[config.mk]
export PLATFORM = sky130hd
export DESIGN_NAME = uart_calc_core
export DESIGN_NICKNAME = d
export VERILOG_FILES = /design/src/rtl/uart_calc_core.sv
export SDC_FILE = /design/constraint.sdc
export NUM_CORES = 1
export LEC_CHECK = 0
export ABC_AREA = 0
export CAP_MARGIN = 10
export CELL_PAD_IN_SITES_DETAIL_PLACEMENT = 1
export CELL_PAD_IN_SITES_GLOBAL_PLACEMENT = 1
export CORE_MARGIN = 1
export CORE_UTILIZATION = 51
export DETAILED_ROUTE_END_ITERATION = 8
export PLACE_DENSITY_LB_ADDON = 0.15
export SETUP_SLACK_MARGIN = 0.2
export SLEW_MARGIN = 10
export SYNTH_ARGS = -nofsm -noshare
export SYNTH_HDL_FRONTEND = slang
export SYNTH_SLANG_ARGS = --single-unit
[constraint.sdc]
create_clock -name clk -period 15 [get_ports clk]
set_input_delay 3 -clock clk [delete_from_list [all_inputs] [get_ports clk]]
set_output_delay 3 -clock clk [all_outputs]
set_load 0.03 [all_outputs]
[src/rtl/uart_calc_core.sv]
// uart_calc_core: parses "<op1><+|-|*><op2>=" from rx bytes, computes the result and streams
// it back as decimal ASCII followed by CR LF, or "E" CR LF on malformed input.
module uart_calc_core #(
  parameter int MAX_DIGITS = 4,
  parameter int OPW        = 14,
  parameter int RES_DIGITS = 8
) (
  input  logic       clk,
  input  logic       n_rst,
  input  logic [7:0] rx_data,
  input  logic       rx_valid,
  output logic [7:0] tx_data,
  output logic       tx_valid,
  input  logic       tx_ready,
  output logic       busy
);
  localparam int RW = $clog2(10**RES_DIGITS);
  localparam int CW = $clog2(MAX_DIGITS + 1);
  localparam int KW = $clog2(RES_DIGITS);
  localparam int BL = RES_DIGITS + 3;
  localparam int LW = $clog2(BL + 1);
  localparam logic [7:0] CR = 8'h0d;
  localparam logic [7:0] LF = 8'h0a;
  typedef enum logic [2:0] {OP1, OP2, CALC, CONV, SEND, FLUSH} state_t;
  typedef enum logic [1:0] {ADD, SUB, MUL} opc_t;
  state_t state_q, state_d;
  opc_t opc_q, opc_d;
  logic [OPW-1:0] op1_q, op1_d, op2_q, op2_d;
  logic [CW-1:0] cnt_q, cnt_d;
  logic [RW-1:0] res_q, res_d, p, a, b;
  logic [KW-1:0] k_q, k_d;
  logic [3:0] dig_q, dig_d;
  logic [LW-1:0] len_q, len_d, idx_q, idx_d;
  logic [7:0] obuf_q [BL], obuf_d [BL];
  logic [7:0] tx_data_q, tx_data_d;
  logic neg_q, neg_d, started_q, started_d, flush_q, flush_d, tx_valid_q, tx_valid_d, busy_q, busy_d;
  logic fault, clr, is_dig, is_op, is_clr, is_eq;
  function automatic logic [RW-1:0] pow10(input logic [KW-1:0] k);
    logic [RW-1:0] r;
    r = RW'(1);
    for (int i = 0; i < RES_DIGITS; i++) r = (i < int'(k)) ? r * RW'(10) : r;
    return r;
  endfunction
  always_comb begin
    state_d = state_q;
    opc_d = opc_q;
    op1_d = op1_q;
    op2_d = op2_q;
    cnt_d = cnt_q;
    res_d = res_q;
    k_d = k_q;
    dig_d = dig_q;
    len_d = len_q;
    idx_d = idx_q;
    obuf_d = obuf_q;
    tx_data_d = tx_data_q;
    neg_d = neg_q;
    started_d = started_q;
    flush_d = flush_q;
    tx_valid_d = tx_valid_q;
    fault = 1'b0;
    clr = 1'b0;
    is_dig = rx_data inside {[8'h30:8'h39]};
    is_op = rx_data inside {"+", "-", "*"};
    is_clr = rx_data inside {"c", "C"};
    is_eq = rx_data == "=";
    a = RW'(op1_q);
    b = RW'(op2_q);
    p = pow10(k_q);
    case (state_q)
      OP1, OP2: if (rx_valid) begin
        if (is_dig) begin
          if (cnt_q == CW'(MAX_DIGITS)) fault = 1'b1;
          else begin
            cnt_d = cnt_q + CW'(1);
            if (state_q == OP1) op1_d = op1_q * OPW'(10) + OPW'(rx_data[3:0]);
            else op2_d = op2_q * OPW'(10) + OPW'(rx_data[3:0]);
          end
        end
        else if (rx_data == " " || (state_q == OP1 && cnt_q == '0 && (rx_data == CR || rx_data == LF))) ;
        else if (is_clr) clr = 1'b1;
        else if (state_q == OP1 && is_op && cnt_q != '0) begin
          opc_d = rx_data == "+" ? ADD : rx_data == "-" ? SUB : MUL;
          cnt_d = '0;
          state_d = OP2;
        end
        else if (state_q == OP2 && is_eq && cnt_q != '0) state_d = CALC;
        else fault = 1'b1;
      end
      CALC: begin
        neg_d = opc_q == SUB && op1_q < op2_q;
        res_d = opc_q == ADD ? a + b : opc_q == MUL ? a * b : neg_d ? b - a : a - b;
        obuf_d[0] = "-";
        len_d = LW'(neg_d);
        k_d = KW'(RES_DIGITS - 1);
        dig_d = '0;
        started_d = 1'b0;
        state_d = CONV;
      end
      CONV: begin
        if (res_q >= p) begin
          res_d = res_q - p;
          dig_d = dig_q + 4'd1;
        end
        else begin
          // the ones digit is always emitted so a zero result still prints "0"
          if (started_q || dig_q != '0 || k_q == '0) begin
            obuf_d[len_q] = 8'h30 + {4'd0, dig_q};
            len_d = len_q + LW'(1);
            started_d = 1'b1;
          end
          dig_d = '0;
          k_d = k_q - KW'(1);
          if (k_q == '0) begin
            obuf_d[len_q + LW'(1)] = CR;
            obuf_d[len_q + LW'(2)] = LF;
            len_d = len_q + LW'(3);
            idx_d = '0;
            state_d = SEND;
          end
        end
      end
      SEND: begin
        if (!tx_valid_q) begin
          tx_valid_d = 1'b1;
          tx_data_d = obuf_q[idx_q];
        end
        else if (tx_ready) begin
          tx_valid_d = 1'b0;
          idx_d = idx_q + LW'(1);
          if (idx_q == len_q - LW'(1)) begin
            state_d = flush_q ? FLUSH : OP1;
            flush_d = 1'b0;
            op1_d = '0;
            op2_d = '0;
            cnt_d = '0;
          end
        end
      end
      FLUSH: if (rx_valid) begin
        if (is_eq || rx_data == CR) state_d = OP1;
        else if (is_clr) clr = 1'b1;
      end
      default: ;
    endcase
    if (clr) begin
      op1_d = '0;
      op2_d = '0;
      cnt_d = '0;
      state_d = OP1;
    end
    if (fault) begin
      obuf_d[0] = "E";
      obuf_d[1] = CR;
      obuf_d[2] = LF;
      len_d = LW'(3);
      idx_d = '0;
      flush_d = !is_eq;
      op1_d = '0;
      op2_d = '0;
      cnt_d = '0;
      state_d = SEND;
    end
    busy_d = state_d inside {CALC, CONV, SEND};
  end
  always_ff @(posedge clk or negedge n_rst) begin
    if (!n_rst) begin
      state_q <= OP1;
      opc_q <= ADD;
      op1_q <= '0;
      op2_q <= '0;
      cnt_q <= '0;
      res_q <= '0;
      k_q <= '0;
      dig_q <= '0;
      len_q <= '0;
      idx_q <= '0;
      obuf_q <= '{default: '0};
      tx_data_q <= '0;
      neg_q <= 1'b0;
      started_q <= 1'b0;
      flush_q <= 1'b0;
      tx_valid_q <= 1'b0;
      busy_q <= 1'b0;
    end
    else begin
      state_q <= state_d;
      opc_q <= opc_d;
      op1_q <= op1_d;
      op2_q <= op2_d;
      cnt_q <= cnt_d;
      res_q <= res_d;
      k_q <= k_d;
      dig_q <= dig_d;
      len_q <= len_d;
      idx_q <= idx_d;
      obuf_q <= obuf_d;
      tx_data_q <= tx_data_d;
      neg_q <= neg_d;
      started_q <= started_d;
      flush_q <= flush_d;
      tx_valid_q <= tx_valid_d;
      busy_q <= busy_d;
    end
  end
  assign tx_data = tx_data_q;
  assign tx_valid = tx_valid_q;
  assign busy = busy_q;
endmodule

# Word level (Yosys, flattened, before mapping)
# Index checks and enable logic that the tools add are counted.
dict set report word_totals {
  reg_bits 178
  out_inout_bits 10
}
dict set report op_classes {
  multipliers 9
  n_reduce_logical 50
  n_bitwise 15
  n_addsub 15
  muxes 118
  magnitude_cmp 18
  n_eq_ne 42
}
# cell n
set op_table {}
lappend op_table {{two-way mux 88 bit} 5}
lappend op_table {{two-way mux 14 bit} 15}
lappend op_table {{two-way mux 27 bit} 5}
lappend op_table {{demux 8 bit (select 4 bit)} 3}
lappend op_table {{bitwise mux 88 bit} 1}
lappend op_table {{two-way mux 3 bit} 28}
lappend op_table {{two-way mux 80 bit} 1}
lappend op_table {{AND 66 bit} 1}
lappend op_table {{inverter 66 bit} 1}
lappend op_table {{case mux 14 bit (2 select lines)} 2}
lappend op_table {{AND 55 bit} 1}
lappend op_table {{inverter 55 bit} 1}
lappend op_table {{case mux 27 bit (2 select lines)} 1}
lappend op_table {{two-way mux 24 bit} 2}
lappend op_table {{two-way mux 8 bit} 6}
lappend op_table {{two-way mux 4 bit} 11}
lappend op_table {{== test 8 x 6 -> 1 bit, second input constant} 5}
lappend op_table {{!= test 4 bit, second input constant} 9}
lappend op_table {{OR 33 bit} 1}
lappend op_table {{binary-select mux 8 bit (select 4 bit)} 1}
lappend op_table {{subtractor 14 x 14 -> 15 bit} 2}
lappend op_table {{adder 14 x 4 -> 14 bit} 2}
lappend op_table {{multiplier 14 x 3 -> 13 bit, second input constant} 2}
lappend op_table {{>= comparator 27 bit} 1}
lappend op_table {{63 further kinds} 160}

# Depth between registers and ports, before layout
dict set report depth {
  word_depth 23
  mapped_depth 61
}

# Worst setup path after synthesis
# No wires, ideal clock.
dict set report synth_timing {
  path_type {register to register}
  from {reg k_q[2]}
  to {reg obuf_q[80] (netlist bit)}
  t_required_ns 14.875
  setup_slack_ns 3.036
  arrival_ns 11.839
  period_less_slack_ns 11.964
  stages_incl_launch_ff 57
  setup_time_ns 0.125
  path_buffers 2
  cell_sequence {dfrtp_1 > clkbuf_1 > inv_1 > buf_1 > nand2_1 > inv_1 > ha_1 > inv_1 > nor2_1 > a21oi_1 > inv_1 > ha_1 > ha_1 > fa_1 > a211o_1 > o211ai_1 > a21oi_1 > or3_1 > (+21 left out) > ha_1 > a21oi_1 > nor2b_1 > a31o_1 > o41a_1 > xnor2_1 > nor2_1 > a21oi_1 > ha_1 > and4_1 > and2_1 > nand4_1 > or4_1 > or2_0 > o22a_4 > a21o_4 > a21o_1 > mux2_4}
}
dict set report synth_via {
  elab_chain_len 17
  elab_cells_between_ends 34
  classes_between {mul (6); order compare (8); eq/ne (1); mux (14); bitwise (2); reduce/logical (3)}
}
# item line_no
set synth_rtl {}
lappend synth_rtl {{start, declared} 31} ;# logic [KW-1:0] k_q, k_d;
lappend synth_rtl {{start signal, assigned} 193} ;# k_q <= k_d;
lappend synth_rtl {{< comparator 1 x 3 -> 1 bit} 41} ;# for (int i = 0; i < RES_DIGITS; i++) r = (i < int'(k)) ? r * RW'(10) : r;
lappend synth_rtl {{two-way mux 4 bit} 41}
lappend synth_rtl {{multiplier 4 x 3 -> 7 bit} 41}
lappend synth_rtl {{two-way mux 8 bit} 41}
lappend synth_rtl {{multiplier 8 x 3 -> 11 bit} 41}
lappend synth_rtl {{two-way mux 12 bit} 41}
lappend synth_rtl {{multiplier 12 x 3 -> 15 bit} 41}
lappend synth_rtl {{two-way mux 16 bit} 41}
lappend synth_rtl {{multiplier 16 x 3 -> 19 bit} 41}
lappend synth_rtl {{two-way mux 20 bit} 41}
lappend synth_rtl {{multiplier 20 x 3 -> 23 bit} 41}
lappend synth_rtl {{two-way mux 24 bit} 41}
lappend synth_rtl {{multiplier 24 x 3 -> 26 bit} 41}
lappend synth_rtl {{two-way mux 27 bit} 41}
lappend synth_rtl {{>= comparator 27 bit} 101} ;# if (res_q >= p) begin
lappend synth_rtl {{!= test 3 bit (no source line)} -}
lappend synth_rtl {{AND reduction 2 bit (no source line)} -}
lappend synth_rtl {{end signal, assigned} 197} ;# obuf_q <= obuf_d;
lappend synth_rtl {{end, declared} 34} ;# logic [7:0] obuf_q [BL], obuf_d [BL];
# Several ways; a longest one is shown, not always the timed one. The select of a mux whose other input is x is not followed.
# A chain may end at the register's enable or synchronous reset.

# Worst setup path in the final report
dict set report layout_timing {
  from {reg k_q[1]}
  to {reg res_q[26]}
}
dict set report layout_via {
  elab_chain_len 17
  elab_cells_between_ends 26
  classes_between {add/sub (1); mul (6); order compare (8); eq/ne (1); mux (9); reduce/logical (1)}
}
# item line_no
set layout_rtl {}
lappend layout_rtl {{< comparator 1 x 3 -> 1 bit} 41}
lappend layout_rtl {{two-way mux 4 bit} 41}
lappend layout_rtl {{multiplier 4 x 3 -> 7 bit} 41}
lappend layout_rtl {{two-way mux 8 bit} 41}
lappend layout_rtl {{multiplier 8 x 3 -> 11 bit} 41}
lappend layout_rtl {{two-way mux 12 bit} 41}
lappend layout_rtl {{multiplier 12 x 3 -> 15 bit} 41}
lappend layout_rtl {{two-way mux 16 bit} 41}
lappend layout_rtl {{multiplier 16 x 3 -> 19 bit} 41}
lappend layout_rtl {{two-way mux 20 bit} 41}
lappend layout_rtl {{multiplier 20 x 3 -> 23 bit} 41}
lappend layout_rtl {{two-way mux 24 bit} 41}
lappend layout_rtl {{multiplier 24 x 3 -> 26 bit} 41}
lappend layout_rtl {{two-way mux 27 bit (*)} 41}
lappend layout_rtl {{subtractor 27 bit or >= comparator 27 bit (tied branches)} {102, 101}}
lappend layout_rtl {{two-way mux 27 bit or != test 2 bit (tied branches)} -}
lappend layout_rtl {{case mux 27 bit (2 select lines) or AND reduction 2 bit (tied branches)} -}
lappend layout_rtl {{end signal, assigned} 192} ;# res_q <= res_d;
lappend layout_rtl {{end, declared} 30} ;# logic [RW-1:0] res_q, res_d, p, a, b;
# Mark *: on every way between the ends. The rest lies on a longest branch, timed or not. The select of a mux whose other input is x is not followed.

==> run summary <==
Syn Inst Count - 2,973
CTS sink count - 178
#FFs+latches synth - 178
Initial Util - 0.518
Yosys warning count - 0
antenna-violating nets left - 0
synth top area cells - dfrtp_1, ha_1, fa_1
Post-DP HPWL - 64,300 um
cell accounting for the most synthesized area - dfrtp_1
Worst Path Max Fanout - 17
fmax - 73.6 MHz
Buffers on Ports - 21
Pins Over Slew Limit - 0
Register-to-Register Path Depth - 56
initial antenna violation count - 2
vias - 22.5k
DRT Pass-1 Iters - 6
DRT Wirelength - 83,000 um
Seq/Total Area, Yosys - 0.180
fin crit share - 0.906
final setup vio count - 0
H-Tree Depth - 4
count leader, synth - ha_1
synthesized area - 24,800 um^2
die height - 222 um
syn_area_per_cell - 8.33 um^2
Final Critical Period - 13,590 ps
hold wc startpoint - res_q[12]
top cell type's share of synthesized area - 0.180
DR iter-0 viols - 1,400
Clk pin slew, worst setup/hold paths - 70 ps
GRT Util Overall - 0.336
RSZ-0062 raised after global routing - false
Post-synth top cells - ha_1, nand2_1, inv_1, nor2_1, o21ai_0
Worst Setup Slack, final - 1410 ps
Die X - 222 um
Worst path most repeated cell - ha_1
worst reg2reg path startpoint - k_q[1]
largest net degree at the start of global routing - 103
ys async rst share - 1.00
wire length per cell - 23.4 um
Die ar. - 49,500 um^2
Arrival @ worst endpoint - 13,950 ps
area of placed instances - 25,400 um^2
layout cell share with drive strength beyond 1 - 0.0488
Fin Clk Skew - 18.9 ps
outcome - completed
Core Box Area - 47,800 um^2
TritonCTS Buffers - 17
GPL Wtd Cong - 0.929
cts hold-fix bufs - 0
Yosys cell types - 99
pre-CTS setup slack - 964 ps
critical path class - reg -> reg
Max stage delay on crit path - 610 ps
Final Hold Fails - 0
grt ovf - 0
most common flop cell mapped by yosys - dfrtp_1
CP Capture Type - register
row cnt - 80
Syn Nets - 3,474
CTS tree - done
HP Class - reg -> reg
first-pass GRT wire length - 131,000 um
Worst path slowest cell - or4_1
fin nets - 3,417
R2R Setup Slk - 1410 ps
clk_lat worst skew - 480 ps
vias in the first global route - 23.8k
Total Neg Setup Slack - 0 ps
Slew headroom - 0.215
synthesis-to-finish area growth - 5.29%
CTS root buffer - clkbuf_16
CP Launch Type - register
Core Util, Final - 0.545
number of synthesized flops with an enable pin - 0
Least-Margin Pin Slew - 1180 ps
Design Area, Final - 26,100 um^2
Clock Tree Buf Depth - 2
max-cap violations - 0
DRC - 0
CP required - 15,360 ps
Reg-to-Reg End - res_q[26]
Cells on Worst Hold Path - 2
Hold EP - res_q[12]
io pins - 22
DR vias/cell - 6.36
## metrics by stage
stage,hold WS [ps],cells
global route,521,3544
global placement,477,3506
finish,491,3545
detailed placement,482,3506
floorplan,448,2973
CTS,497,3538
## layout by cell type (no fill, tap or decap), types with 24 or more instances in the layout
| master | n |
|---|---|
| a31oi_1 | 24 |
| a2bb2oi_1 | 30 |
| and2_1 | 30 |
| xor2_1 | 63 |
| nor2b_1 | 43 |
| mux2i_1 | 28 |
| buf_4 | 28 |
| nand3_1 | 109 |
| ha_1 | 336 |
| nor2_1 | 264 |
| nand2_1 | 286 |
| nor3_1 | 45 |
| inv_1 | 275 |
| a21oi_1 | 200 |
| dfrtp_1 | 178 |
| or3_1 | 24 |
| fa_1 | 153 |
| o21ai_0 | 201 |
| a21o_1 | 48 |
| xnor2_1 | 88 |
| nand2b_1 | 30 |
## cell families after synthesis
family,share of synthesized area
flip-flops,0.180
multiplexers,0.0327
AO/OA/AOI/OAI,0.199
adder cells (fa/ha/maj),0.293
AND/OR/NAND/NOR,0.177
XOR/XNOR,0.0534
buffers and inverters,0.0644
## how the worst max path moves through the flow
stage,depth (start not counted),startpoint,slack (ps),to
after detailed placement,57,k_q[1],960,obuf_q[31]
final,56,k_q[1],1410,res_q[26]
after global routing,55,k_q[1],360,len_q[0]
after global placement,57,k_q[1],1680,obuf_q[30]
after CTS,57,k_q[1],920,obuf_q[31]
after floorplan,56,k_q[2],3040,obuf_q[80]
## final cells by class
type	count	area (um^2)
Tap cell	615	769
Inverter	279	1050
Antenna cell	1	2.50
Clock buffer	18	439
Clock inverter	14	184
Timing Repair Buffer	49	424
Fill cell	5776	21800
Sequential cell	178	4450
Multi-Input combinational cell	2391	18800
## flip-flops by register name (all words and copies together), names as in the netlist, 4 cells and up
register	flops
obuf_q	88
res_q	27
op1_q	14
op2_q	14
tx_data	8
dig_q	4
idx_q	4
len_q	4
## worst max-delay path: cells and delay by family (launching register included)
family | cells | cell delay [ps]
compound gates | 21 | 5240
buf+inv | 4 | 470
flops | 1 | 490
simple gates | 16 | 3140
fa+ha+maj | 12 | 3800
xor+xnor | 3 | 300
## what timing repair did
action,in CTS,in global routing
buffers inserted,0,4
resized for setup,0,3
endpoints found under the setup margin,0,81
## layer usage
| layer | up-vias | GRT usage | share of wire |
|---|---|---|---|
| met3 | 197 | 0.0341 | 0.040 |
| met2 | 610 | 0.593 | 0.50 |
| met5 | - | 0 | 0.000084 |
| li1 | 10300 | - | - |
| met4 | 2 | 0.151 | 0.045 |
| met1 | 11400 | 0.414 | 0.42 |
Power is not shown: default switching activity piles up to over one toggle a cycle in this logic, so the estimate is an artifact.
